### src/rtl/amber48_pkg.sv
// Shared types and constants for the amber48 core memory-side blocks.
package amber48_pkg;

    localparam int XLEN                   = 32;
    localparam int ARB_STARVE_MAX_DEFAULT = 4;

    typedef enum logic [2:0] {
        ARB_IDLE,
        ARB_FETCH_REQ,
        ARB_DATA_REQ,
        ARB_FETCH_WAIT,
        ARB_DATA_WAIT
    } amber48_arb_state_e;

    typedef struct packed {
        logic            we;
        logic [XLEN-1:0] addr;
        logic [XLEN-1:0] wdata;
    } amber48_mem_req_s;

endpackage

### src/rtl/amber48_arb_perf_counters.sv
// Wrapping event counters for the memory arbiter (fetch delivered, data delivered, fetch dropped).
module amber48_arb_perf_counters #(
    parameter int CNT_W = 32
) (
    input  logic             clk_i,
    input  logic             rst_ni,
    input  logic             clk_en_i,
    input  logic [2:0]       inc_i,
    output logic [CNT_W-1:0] perf_fetch_o,
    output logic [CNT_W-1:0] perf_data_o,
    output logic [CNT_W-1:0] perf_drop_o
);

    genvar gi;
    generate
        for (gi = 0; gi < 3; gi++) begin : g_cnt
            logic [CNT_W-1:0] cnt_q;

            always_ff @(posedge clk_i or negedge rst_ni) begin
                if (!rst_ni) begin
                    cnt_q <= '0;
                end else if (clk_en_i && inc_i[gi]) begin
                    cnt_q <= cnt_q + 1'b1;
                end
            end
        end
    endgenerate

    assign perf_fetch_o = g_cnt[0].cnt_q;
    assign perf_data_o  = g_cnt[1].cnt_q;
    assign perf_drop_o  = g_cnt[2].cnt_q;

endmodule

### src/rtl/amber48_mem_arbiter.sv
// Single-outstanding arbiter sharing one memory port between fetch and data, data first with a
// fetch starvation guard. Define AMBER48_ARB_PERF_EN to add the perf_* counter outputs.
module amber48_mem_arbiter
    import amber48_pkg::*;
#(
    parameter int STARVE_MAX = ARB_STARVE_MAX_DEFAULT
`ifdef AMBER48_ARB_PERF_EN
    ,
    parameter int CNT_W = 32
`endif
) (
    input  logic             clk_i,
    input  logic             rst_ni,
    input  logic             clk_en_i,
    input  logic [XLEN-1:0]  imem_addr_i,
    output logic [XLEN-1:0]  imem_data_o,
    output logic             imem_valid_o,
    output logic             fetch_fault_o,
    input  logic             dmem_req_i,
    input  logic             dmem_we_i,
    input  logic [XLEN-1:0]  dmem_addr_i,
    input  logic [XLEN-1:0]  dmem_wdata_i,
    output logic [XLEN-1:0]  dmem_rdata_o,
    output logic             dmem_ready_o,
    output logic             dmem_trap_o,
    output logic             mem_valid_o,
    input  logic             mem_ready_i,
    output logic             mem_we_o,
    output logic [XLEN-1:0]  mem_addr_o,
    output logic [XLEN-1:0]  mem_wdata_o,
    input  logic             mem_rvalid_i,
    input  logic [XLEN-1:0]  mem_rdata_i,
    input  logic             mem_err_i
`ifdef AMBER48_ARB_PERF_EN
    ,
    output logic [CNT_W-1:0] perf_fetch_o,
    output logic [CNT_W-1:0] perf_data_o,
    output logic [CNT_W-1:0] perf_drop_o
`endif
);

    localparam logic [3:0] STREAK_LIM = 4'(STARVE_MAX);

    amber48_arb_state_e state_q, state_d;
    logic [3:0]         data_streak_q, data_streak_d;
    logic [XLEN-1:0]    fetch_addr_q, fetch_addr_d;
    amber48_mem_req_s   req_q, req_d;

    logic rsp_data;
    logic rsp_fetch;
    logic fetch_match;

    always_ff @(posedge clk_i or negedge rst_ni) begin
        if (!rst_ni) begin
            state_q       <= ARB_IDLE;
            data_streak_q <= '0;
            fetch_addr_q  <= '0;
            req_q         <= '0;
        end else if (clk_en_i) begin
            state_q       <= state_d;
            data_streak_q <= data_streak_d;
            fetch_addr_q  <= fetch_addr_d;
            req_q         <= req_d;
        end
    end

    always_comb begin
        state_d       = state_q;
        data_streak_d = data_streak_q;
        fetch_addr_d  = fetch_addr_q;
        req_d         = req_q;
        case (state_q)
            ARB_IDLE: begin
                // Fetch is always wanted, so the streak counts data grants made while it waited.
                if (dmem_req_i && (data_streak_q < STREAK_LIM)) begin
                    state_d = ARB_DATA_REQ;
                    req_d   = '{we: dmem_we_i, addr: dmem_addr_i, wdata: dmem_wdata_i};
                    if (data_streak_q != 4'hF) begin
                        data_streak_d = data_streak_q + 4'd1;
                    end
                end else begin
                    state_d       = ARB_FETCH_REQ;
                    fetch_addr_d  = imem_addr_i;
                    data_streak_d = '0;
                end
            end
            ARB_FETCH_REQ:  if (mem_ready_i)  state_d = ARB_FETCH_WAIT;
            ARB_DATA_REQ:   if (mem_ready_i)  state_d = ARB_DATA_WAIT;
            ARB_FETCH_WAIT: if (mem_rvalid_i) state_d = ARB_IDLE;
            ARB_DATA_WAIT:  if (mem_rvalid_i) state_d = ARB_IDLE;
            default:        state_d = ARB_IDLE;
        endcase
    end

    assign mem_valid_o = (state_q == ARB_FETCH_REQ) || (state_q == ARB_DATA_REQ);
    assign mem_we_o    = (state_q == ARB_DATA_REQ) && req_q.we;
    assign mem_addr_o  = (state_q == ARB_FETCH_REQ) ? fetch_addr_q :
                         (state_q == ARB_DATA_REQ)  ? req_q.addr   : '0;
    assign mem_wdata_o = (state_q == ARB_DATA_REQ) ? req_q.wdata : '0;

    // Responses are steered combinationally; every output is zero outside its response cycle.
    assign rsp_data    = (state_q == ARB_DATA_WAIT) && mem_rvalid_i;
    assign rsp_fetch   = (state_q == ARB_FETCH_WAIT) && mem_rvalid_i;
    assign fetch_match = rsp_fetch && (imem_addr_i == fetch_addr_q);

    assign dmem_ready_o  = rsp_data;
    assign dmem_rdata_o  = rsp_data ? mem_rdata_i : '0;
    assign dmem_trap_o   = rsp_data && mem_err_i;

    assign imem_valid_o  = fetch_match && !mem_err_i;
    assign imem_data_o   = imem_valid_o ? mem_rdata_i : '0;
    assign fetch_fault_o = fetch_match && mem_err_i;

`ifdef AMBER48_ARB_PERF_EN
    amber48_arb_perf_counters #(
        .CNT_W(CNT_W)
    ) u_perf (
        .clk_i       (clk_i),
        .rst_ni      (rst_ni),
        .clk_en_i    (clk_en_i),
        .inc_i       ({rsp_fetch && !fetch_match, rsp_data, fetch_match}),
        .perf_fetch_o(perf_fetch_o),
        .perf_data_o (perf_data_o),
        .perf_drop_o (perf_drop_o)
    );
`endif

endmodule

### config.mk
export PLATFORM = sky130hd
export DESIGN_NAME = amber48_mem_arbiter
export DESIGN_NICKNAME = d
export VERILOG_FILES = /design/src/rtl/amber48_pkg.sv /design/src/rtl/amber48_arb_perf_counters.sv /design/src/rtl/amber48_mem_arbiter.sv
export SDC_FILE = /design/constraint.sdc
export NUM_CORES = 1
export LEC_CHECK = 0
export ABC_AREA = 1
export ABC_CLOCK_PERIOD_IN_PS = 2120
export CORE_MARGIN = 5
export CORE_UTILIZATION = 41
export CTS_CLUSTER_DIAMETER = 100
export DETAILED_ROUTE_END_ITERATION = 10
export GPL_ROUTABILITY_DRIVEN = 0
export PLACE_DENSITY = 0.89
export SLEW_MARGIN = 20
export SYNTH_ARGS = -nofsm -noshare
export SYNTH_HDL_FRONTEND = slang
export SYNTH_SLANG_ARGS = --single-unit
export TNS_END_PERCENT = 50
### constraint.sdc
create_clock -name clk_i -period 2.12 [get_ports clk_i]
set_clock_uncertainty 0.05 [all_clocks]
set_input_delay 0.424 -clock clk_i [delete_from_list [all_inputs] [get_ports clk_i]]
set_output_delay 0.424 -clock clk_i [all_outputs]
set_load 0.1 [all_outputs]
* Yosys cells after proc, flatten, opt, wreduce, memory -nomap -nowiden
Index checks and enable logic that the tools add are counted.
** Storage, ports and cells
- Word-level logic and storage cells :: 47
- Bits of input ports :: 136
- Register bits after elaboration :: 104
- Output and inout port bits :: 134
** Operators by class
- Eq/ne operators :: 10
- Add/sub/neg operators :: 1
- Magnitude comparators :: 1
- Reduce and logical (&&, ||, !) cells :: 16
- Multiplexer cells :: 12
- Bitwise gates (word level) :: 1
** Operator list (count)
- $mux 32 :: 5
- $eq 32x32->1 :: 1
- $pmux 3 s4 :: 1
- $mux 3 :: 3
- $reduce_and 3->1 :: 3
- $logic_and 1x1->1 :: 8
- $mux 4 :: 2
- $eq 3x2->1 const B :: 2
- $add 4x1->4 const B :: 1
- $lt 4x3->1 const B :: 1
- $ne 2x1->1 const B :: 2
- $ne 2x2->1 const B :: 2
- $ne 4x4->1 const B :: 1
- $reduce_and 4->1 :: 1
- $eq 3x1->1 const B :: 1
- $eq 3x3->1 const B :: 1
- $logic_not 3->1 :: 1
- $mux 2 :: 1
- $reduce_or 2->1 :: 1
- $logic_not 1->1 :: 1
- $logic_or 1x1->1 :: 1
- $not 1->1 :: 1

* Depth between registers and ports, before layout
Gate-level depths: netlist of run 1.
- Word-level depth :: 5
- Mapped depth :: 11
- Mapped depth without buffers :: 10

* Least setup slack after synthesis of run 1
No wires, ideal clock.
- Path kind :: register to output
- From :: reg state_q[2]
- To :: out mem_addr_o[10]
- Data required time :: 1.646 ns
- Stages on the path, launching flop included :: 5
- Data arrival time :: 3.141 ns
- Path buffers :: 1
- Path slack :: -1.495 ns
- Cell sequence :: dfrtp_1 nor3_1 inv_2 clkbuf_1 o21ai_0
** Between the ends
- Word-level cells in the longest chain between the ends :: 3
- Elaborated cells between the ends (all ways) :: 4
- Classes of those cells :: eq/ne: 2; mux: 2
** Ends and longest elaborated chain
- from (decl) :: line amber48_mem_arbiter.sv:44 : amber48_arb_state_e state_q, state_d;
- from (signal assigned) :: line amber48_mem_arbiter.sv:60 : state_q <= state_d;
- $eq 3x2->1 :: line amber48_mem_arbiter.sv:98 : (state_q == ARB_DATA_REQ) ? req_q.addr : '0;
- $mux 32 :: line amber48_mem_arbiter.sv:98
- $mux 32 * :: line amber48_mem_arbiter.sv:97 : assign mem_addr_o = (state_q == ARB_FETCH_REQ) ? fetch_addr_q :
- to (decl) :: line amber48_mem_arbiter.sv:29 : output logic [XLEN-1:0] mem_addr_o,
Mark *: on every way between the ends. The rest lies on a longest branch, timed or not.

* Final worst setup path of run 1
- From :: in imem_addr_i[7]
- To :: out imem_data_o[26]
** Between the ends
- Word-level cells in the longest chain between the ends :: 4
** Ends and longest elaborated chain
- from (decl) :: line amber48_mem_arbiter.sv:15 : input logic [XLEN-1:0] imem_addr_i,
- $eq 32x32->1 :: line amber48_mem_arbiter.sv:104 : assign fetch_match = rsp_fetch && (imem_addr_i == fetch_addr_q);
- $logic_and 1x1->1 :: line amber48_mem_arbiter.sv:104
- $logic_and 1x1->1 :: line amber48_mem_arbiter.sv:110 : assign imem_valid_o = fetch_match && !mem_err_i;
- $mux 32 :: line amber48_mem_arbiter.sv:111 : assign imem_data_o = imem_valid_o ? mem_rdata_i : '0;
- to (decl) :: line amber48_mem_arbiter.sv:16 : output logic [XLEN-1:0] imem_data_o,
No other way between the ends.

==> flow_summary.ini, run 1 <==
[floorplan]
core_area_um2 = 13200
dieWidth_um = 126
die_height_um = 126
rows = 42
initial_utilization = 0.415
ioPinCount = 270
die_area_um2 = 15800

[flow_run]
max_cap_violations = 0

[setup_path]
worstSetupPathType = in2out
slowest_delay_ns = 0.46
crit_fanout = 7
crit_start = imem_addr_i[7]
crit_family = buffers and inverters
reg2reg_slack_ns = -0.22
critPathLaunchType = input pin
timing.rr.start = state_q[1]$_DFFE_PN0P_
worst_path_most_repeated_cell = nor2_4
worst-path-buf-inv = 5
end_kind = output pin
path_cells = dlygate4sd2_1 -> inv_1 -> nand2_1 -> nand4_1 -> nor2_2 -> nand2_2 -> nor2_4 -> nand3_4 -> buf_6 -> buf_16 -> nor2_4 -> buf_12
rr_worst_depth = 11
slowest_stage = dlygate4sd2_1
cp_data_required_time_ns = 1.65
r2r_end = req_q[36]$_DFFE_PN0P_
crit_arrival_ns = 2.62

[yosys]
ys_seq_area_frac = 0.475
synth_cell_types = 29
ys_warn_count = 0
syn_inst = 702
synth_top_cell_area_share = 0.475
synthesis.area_um2 = 5480
synthesis.nets = 839
avgSynthCellArea_um2 = 7.80
synth_top_cell_by_area = dfrtp_1
synth_seq_cells = 104
synth.area.top_cells = dfrtp_1 (48%), nor2_1 (11%), nand2_1 (8.3%)

[status]
status = finished, violations left
violations = negative setup slack

[route]
vias = 7684
ant_nets = 0
wl_per_cell_um = 30.8
first_pass_iters = 9
wl_met1_um = 12200
met3_wirelength_um = 4810
drt-initial-drc-count = 1098
wl_met2_um = 17800
drc = 0
top_layer_used = met5
drt_wl_total_um = 38800
via_per_inst = 6.10

[clock_tree]
root_buffer = clkbuf_16
clkTransAtPathRegs_ns = 0.08
worstSkewPairLatency_ns = 0.37
clockBufferDepth = 2
clock-sinks = 104
cts_tree = done
cts_made_buffers = 9
h-tree-depth = 3

[pwr]
seqPwrFrac = 0.187
cellInternalPower_mw = 9.16
pwr-share-comb = 0.726
power_density_nw_per_um2 = 1620
switching_share = 0.554
p_leak_nw = 5.77
vdd_ir_drop_max_v = 0.00149
power.share.clock = 0.087
p_sw_mw = 11.4
total_power_mw = 20.5

[global_route]
grt_overflow = 0
grtUsageTotal = 0.402
grt_pass1_vias = 7805
grt_pass1_wl_um = 48600
antenna_found_initial = 10
grt_max_degree = 59

[sta]
maxClockFrequency_mhz = 323
finalSetupViolCount = 171
holdWs_ns = 0.439
maxSlewViolCount = 0
tightest_slew_ns = 0.571
layout_setup_ws_ns = -0.972
post-route-period-util = 1.46
min_period_ns = 3.09
max_slew_margin = 0.617
tns_ns = -71.51
rsz0062_at_grt = true
hold_viol = 0

[placement]
dp_hpwl_um = 18200
pre_cts_ws_ns = -0.759
portBuffers = 269
placed_area_um2 = 10900
dp.cells = 1188

[cells_and_area]
final_cell_mix = buf_12 (153), nor2_4 (109), clkdlybuf4s50_1 (108)
fin_nets = 1208
final_common_cell = buf_12
drive_gt1_frac = 0.471
stdcell_area_um2 = 12600
syn2layout_area_growth_pct = 131
final_core_util = 0.959
final_cells = 1260

[worst_hold_path]
min_path_cells = 2
holdCritPathClass = in2reg
hold_end = fetch_addr_q[13]$_DFFE_PN0P_
min-delay-start = imem_addr_i[13]
[power groups by stage]
stage / registers, mW / logic (mW) / clock network [mW]
floorplan: 3.32 / 7.54 / 0
global placement: 3.36 / 11.8 / 0
detailed placement: 3.47 / 12.1 / 0
CTS: 3.54 / 13.4 / 1.69
global route: 3.86 / 15.2 / 1.83
finish: 3.84 / 14.9 / 1.78
[state kept, by name, indices dropped and copies added, names as in the netlist]
name,cells
data_streak_q,4
fetch_addr_q,32
req_q,65
state_q,3
[metal layers]
metal	GRT usage	vias to the layer above
li1	-	2905
met1	0.433	3633
met2	0.676	819
met3	0.134	317
met4	0.256	10
met5	0	-
[layout make-up]
class	instances	area, um^2
clock buffers	12	256
well taps	176	220
repair buffers	389	5330
inverters	123	477
clock inverters	4	35.0
multi-input cells	444	3710
diodes	8	20.0
flip-flops and latches	104	2610
fillers	292	544
[cell families (layout without fill, tap and decap cells)]
family,count (synthesis),count (layout),synth area share
AOI/OAI and AO/OA,108,108,0.106
xor gates and xnor gates,7,7,0.0112
adders and majority gates,1,1,0.00228
buffers and inverters,154,528,0.117
DFF,104,104,0.475
muxes,39,39,0.0802
other,0,8,0
and+or+nand+nor,289,289,0.208
[repair_timing]
item / CTS / global route
gates resized for setup: 190 / 80
cloned: 9 / 0
buffers inserted: 19 / 24
endpoints found under the setup margin: 134 / 141
pin swaps: 36 / 36
hold buffers: 1 / 0
hold endpoints to repair: 31 / 0
[cells in the mapped netlist]
cell and n:
nor3_4 1, o22ai_1 2, a22o_1 8, a21oi_1 42, o211ai_2 1, dfrtp_1 104, ha_1 1, nor2_2 1
nor2_1 155, nand3_1 4, o21ai_0 23, nand2_1 121, nand4_1 1, inv_1 110, nand2_4 1, nor3_1 1
clkbuf_1 14, buf_2 9, nand2_2 1, mux2_1 39, nor2_4 1, xor2_1 4, o21ai_1 32, buf_6 6
inv_2 13, nor3_2 1, nand3_2 1, buf_4 2, xnor2_1 3
[worst max path at each step]
stage | end | slack, ns | depth (start not counted)
4_1_cts | imem_data_o[1] | -0.61 | 13
2_1_floorplan | dmem_rdata_o[0] | -0.45 | 5
5_1_grt | imem_data_o[0] | -1.02 | 12
3_3_place_gp | imem_data_o[12] | -0.62 | 13
6_report | imem_data_o[26] | -0.97 | 12
3_5_place_dp | imem_data_o[10] | -0.76 | 13
[worst reg2reg max path, stage by stage, from the launching register on]
cell,delay [ns]
dfrtp_1,0.41
inv_2,0.09
buf_4,0.12
buf_6,0.11
nand2_4,0.06
buf_4,0.14
nor2_4,0.15
nand2_2,0.13
inv_2,0.11
nand2_4,0.08
buf_12,0.21
mux2_1,0.49
No activity file was read; power rests on OpenSTA's default activity.
==> run 2: changes to the inputs <==
- CORE_ASPECT_RATIO: default -> 0.8
==> run 2 against run 1 <==
The flow still finishes with violations (negative setup slack). Wire length is 11% lower. Fmax up 1.1%. Critical path depth shrank 1. Sequential cell count did not move. Clock power shrank 4%. Non-clock buffer count decreased by 18. Clock-buffer cell count decreased by 3. Critical path type unchanged.
==> flow_summary.ini, run 2 (synthesis gave the netlist of run 1 again) <==
[setup_path]
crit_arrival_ns = 2.58
slowest_delay_ns = 0.49
slowest_stage = clkdlybuf4s50_1
critPathLaunchType = input pin
worst-path-buf-inv = 5
end_kind = output pin
crit_fanout = 5
path_cells = clkdlybuf4s50_1 -> inv_1 -> nand2_1 -> a21oi_1 -> nand2_1 -> nor2_4 -> nand3_4 -> buf_12 -> buf_16 -> nor2_4 -> buf_12
worstSetupPathType = in2out
cp_data_required_time_ns = 1.65
crit_family = buffers and inverters

[sta]
layout_setup_ws_ns = -0.938
hold_viol = 0
tightest_slew_ns = 0.464
rsz0062_at_grt = true
holdWs_ns = 0.369
min_period_ns = 3.06
post-route-period-util = 1.44
maxClockFrequency_mhz = 327
max_slew_margin = 0.691
maxSlewViolCount = 0
finalSetupViolCount = 137

[status]
violations = negative setup slack
status = finished, violations left

[cells_and_area]
largest_reg_flops = 65
final_common_cell = buf_12
drive_gt1_frac = 0.419
syn2layout_area_growth_pct = 123
reg_top3 = req_q (65), fetch_addr_q (32), data_streak_q (4)
n_fill_cell = 359
final_cell_mix = buf_12 (148), clkdlybuf4s50_1 (111), inv_1 (103), dfrtp_1 (103), nor2_4 (101)
regMostFlops = req_q
fin_nets = 1191
final_cells = 1240

[route]
drc = 0
first_pass_iters = 6
drt-initial-drc-count = 567
vias = 7182
drt_wl_total_um = 34400
wl_per_cell_um = 27.7
via_per_inst = 5.79
ant_nets = 0

[floorplan]
die_area_um2 = 15800
rows = 37
initial_utilization = 0.422
dieWidth_um = 139
ioPinCount = 270
core_area_um2 = 13000
die_height_um = 113

[placement]
dp.cells = 1181
dp_hpwl_um = 18000
pre_cts_ws_ns = -0.788
portBuffers = 269

[clock_tree]
clockBufferDepth = 2
h-tree-depth = 3
cts_made_buffers = 9
root_buffer = clkbuf_16
clkTransAtPathRegs_ns = 0.07
cts_tree = done
worstSkewPairLatency_ns = 0.36
clock-sinks = 104

[global_route]
antenna_found_initial = 3
grt_max_degree = 81
grt_overflow = 0
grt_pass1_vias = 7056
grtUsageTotal = 0.341
grt_pass1_wl_um = 41900

[flow_run]
max_cap_violations = 0

[pwr]
power_density_nw_per_um2 = 1590
vdd_ir_drop_max_v = 0.00141
p_leak_nw = 5.51

[worst_hold_path]
holdCritPathClass = in2reg
## run 2: changes by cell type in the layout (fill, tap and decap cells not counted), moves of 8 or more
cell / previous run / this run
nand2_2: 30 / 19
nor2_4: 109 / 101
nand2_4: 20 / 4
buf_4: 82 / 64
nand2_1: 71 / 100
## run 2: final timing paths
check	slack, ns	endpoint	depth (start not counted)	from
min in group asynchronous	0.55	state_q[0]$_DFFE_PN0P_	2	rst_ni
hold / removal	0.37	fetch_addr_q[6]$_DFFE_PN0P_	2	imem_addr_i[6]
setup reg to reg	-0.22	state_q[1]$_DFFE_PN0P_	12	state_q[1]$_DFFE_PN0P_
max in group asynchronous	0.80	req_q[34]$_DFFE_PN0P_	3	rst_ni
hold reg to reg	0.45	req_q[41]$_DFFE_PN0P_	1	req_q[41]$_DFFE_PN0P_
setup / recovery	-0.94	imem_data_o[20]	11	imem_addr_i[18]
## run 2: power breakdown
group	internal [mW]	switching [mW]	total [mW]
Clock	0.822	0.873	1.70
Sequential	2.92	0.733	3.65
Combinational	5.10	9.04	14.1
## run 2: area by class of cell
| type | instances | area (um^2) | area share |
|---|---|---|---|
| antenna | 6 | 15.0 | 0.00123 |
| clock buffer | 9 | 225 | 0.0184 |
| clock inverter | 7 | 63.8 | 0.00522 |
| inverter | 123 | 484 | 0.0396 |
| multi-input combinational | 444 | 3440 | 0.282 |
| sequential | 104 | 2600 | 0.213 |
| tap | 175 | 219 | 0.0179 |
| timing repair buffer | 371 | 5160 | 0.422 |
| timing repair inverter | 1 | 5.00 | 0.000410 |
## run 2: timing repair
| action | 4_1_cts | 5_1_grt |
|---|---|---|
| gates cloned | 7 | 4 |
| endpoints found under the hold margin | 30 | 0 |
| gates resized for setup | 126 | 57 |
| hold buffers | 1 | 0 |
| pin swaps | 38 | 28 |
| endpoints found under the setup margin | 137 | 136 |
| setup buffers | 10 | 16 |
## run 2: metrics by stage
step           cell area (um^2)  TNS, ns  power, mW  utilization
3_5_place_dp              10800   -26.56       15.5        0.837
5_1_grt                   12200   -62.44       19.9        0.942
4_1_cts                   11800   -35.66       17.9        0.907
6_report                  12200   -59.47       19.5        0.943
3_3_place_gp              10800   -23.01       15.2        0.837
2_1_floorplan              6250   -27.45       10.9            -
## run 2: per-layer routing
layer  GRT usage  wire, um  share of wire
met2       0.629     16900           0.49
met5           0         0              0
met1       0.380     11500           0.33
met3      0.0805      3390          0.099
met4       0.142      2630          0.076
## run 2: worst reg2reg max path, delay by kind of cell (launching register included)
kind                   cells  cell delay (ns)
buffers and inverters      7             0.81
AO/OA/AOI/OAI              2             0.44
flip-flops                 1             0.42
AND/OR/NAND/NOR            3             0.54
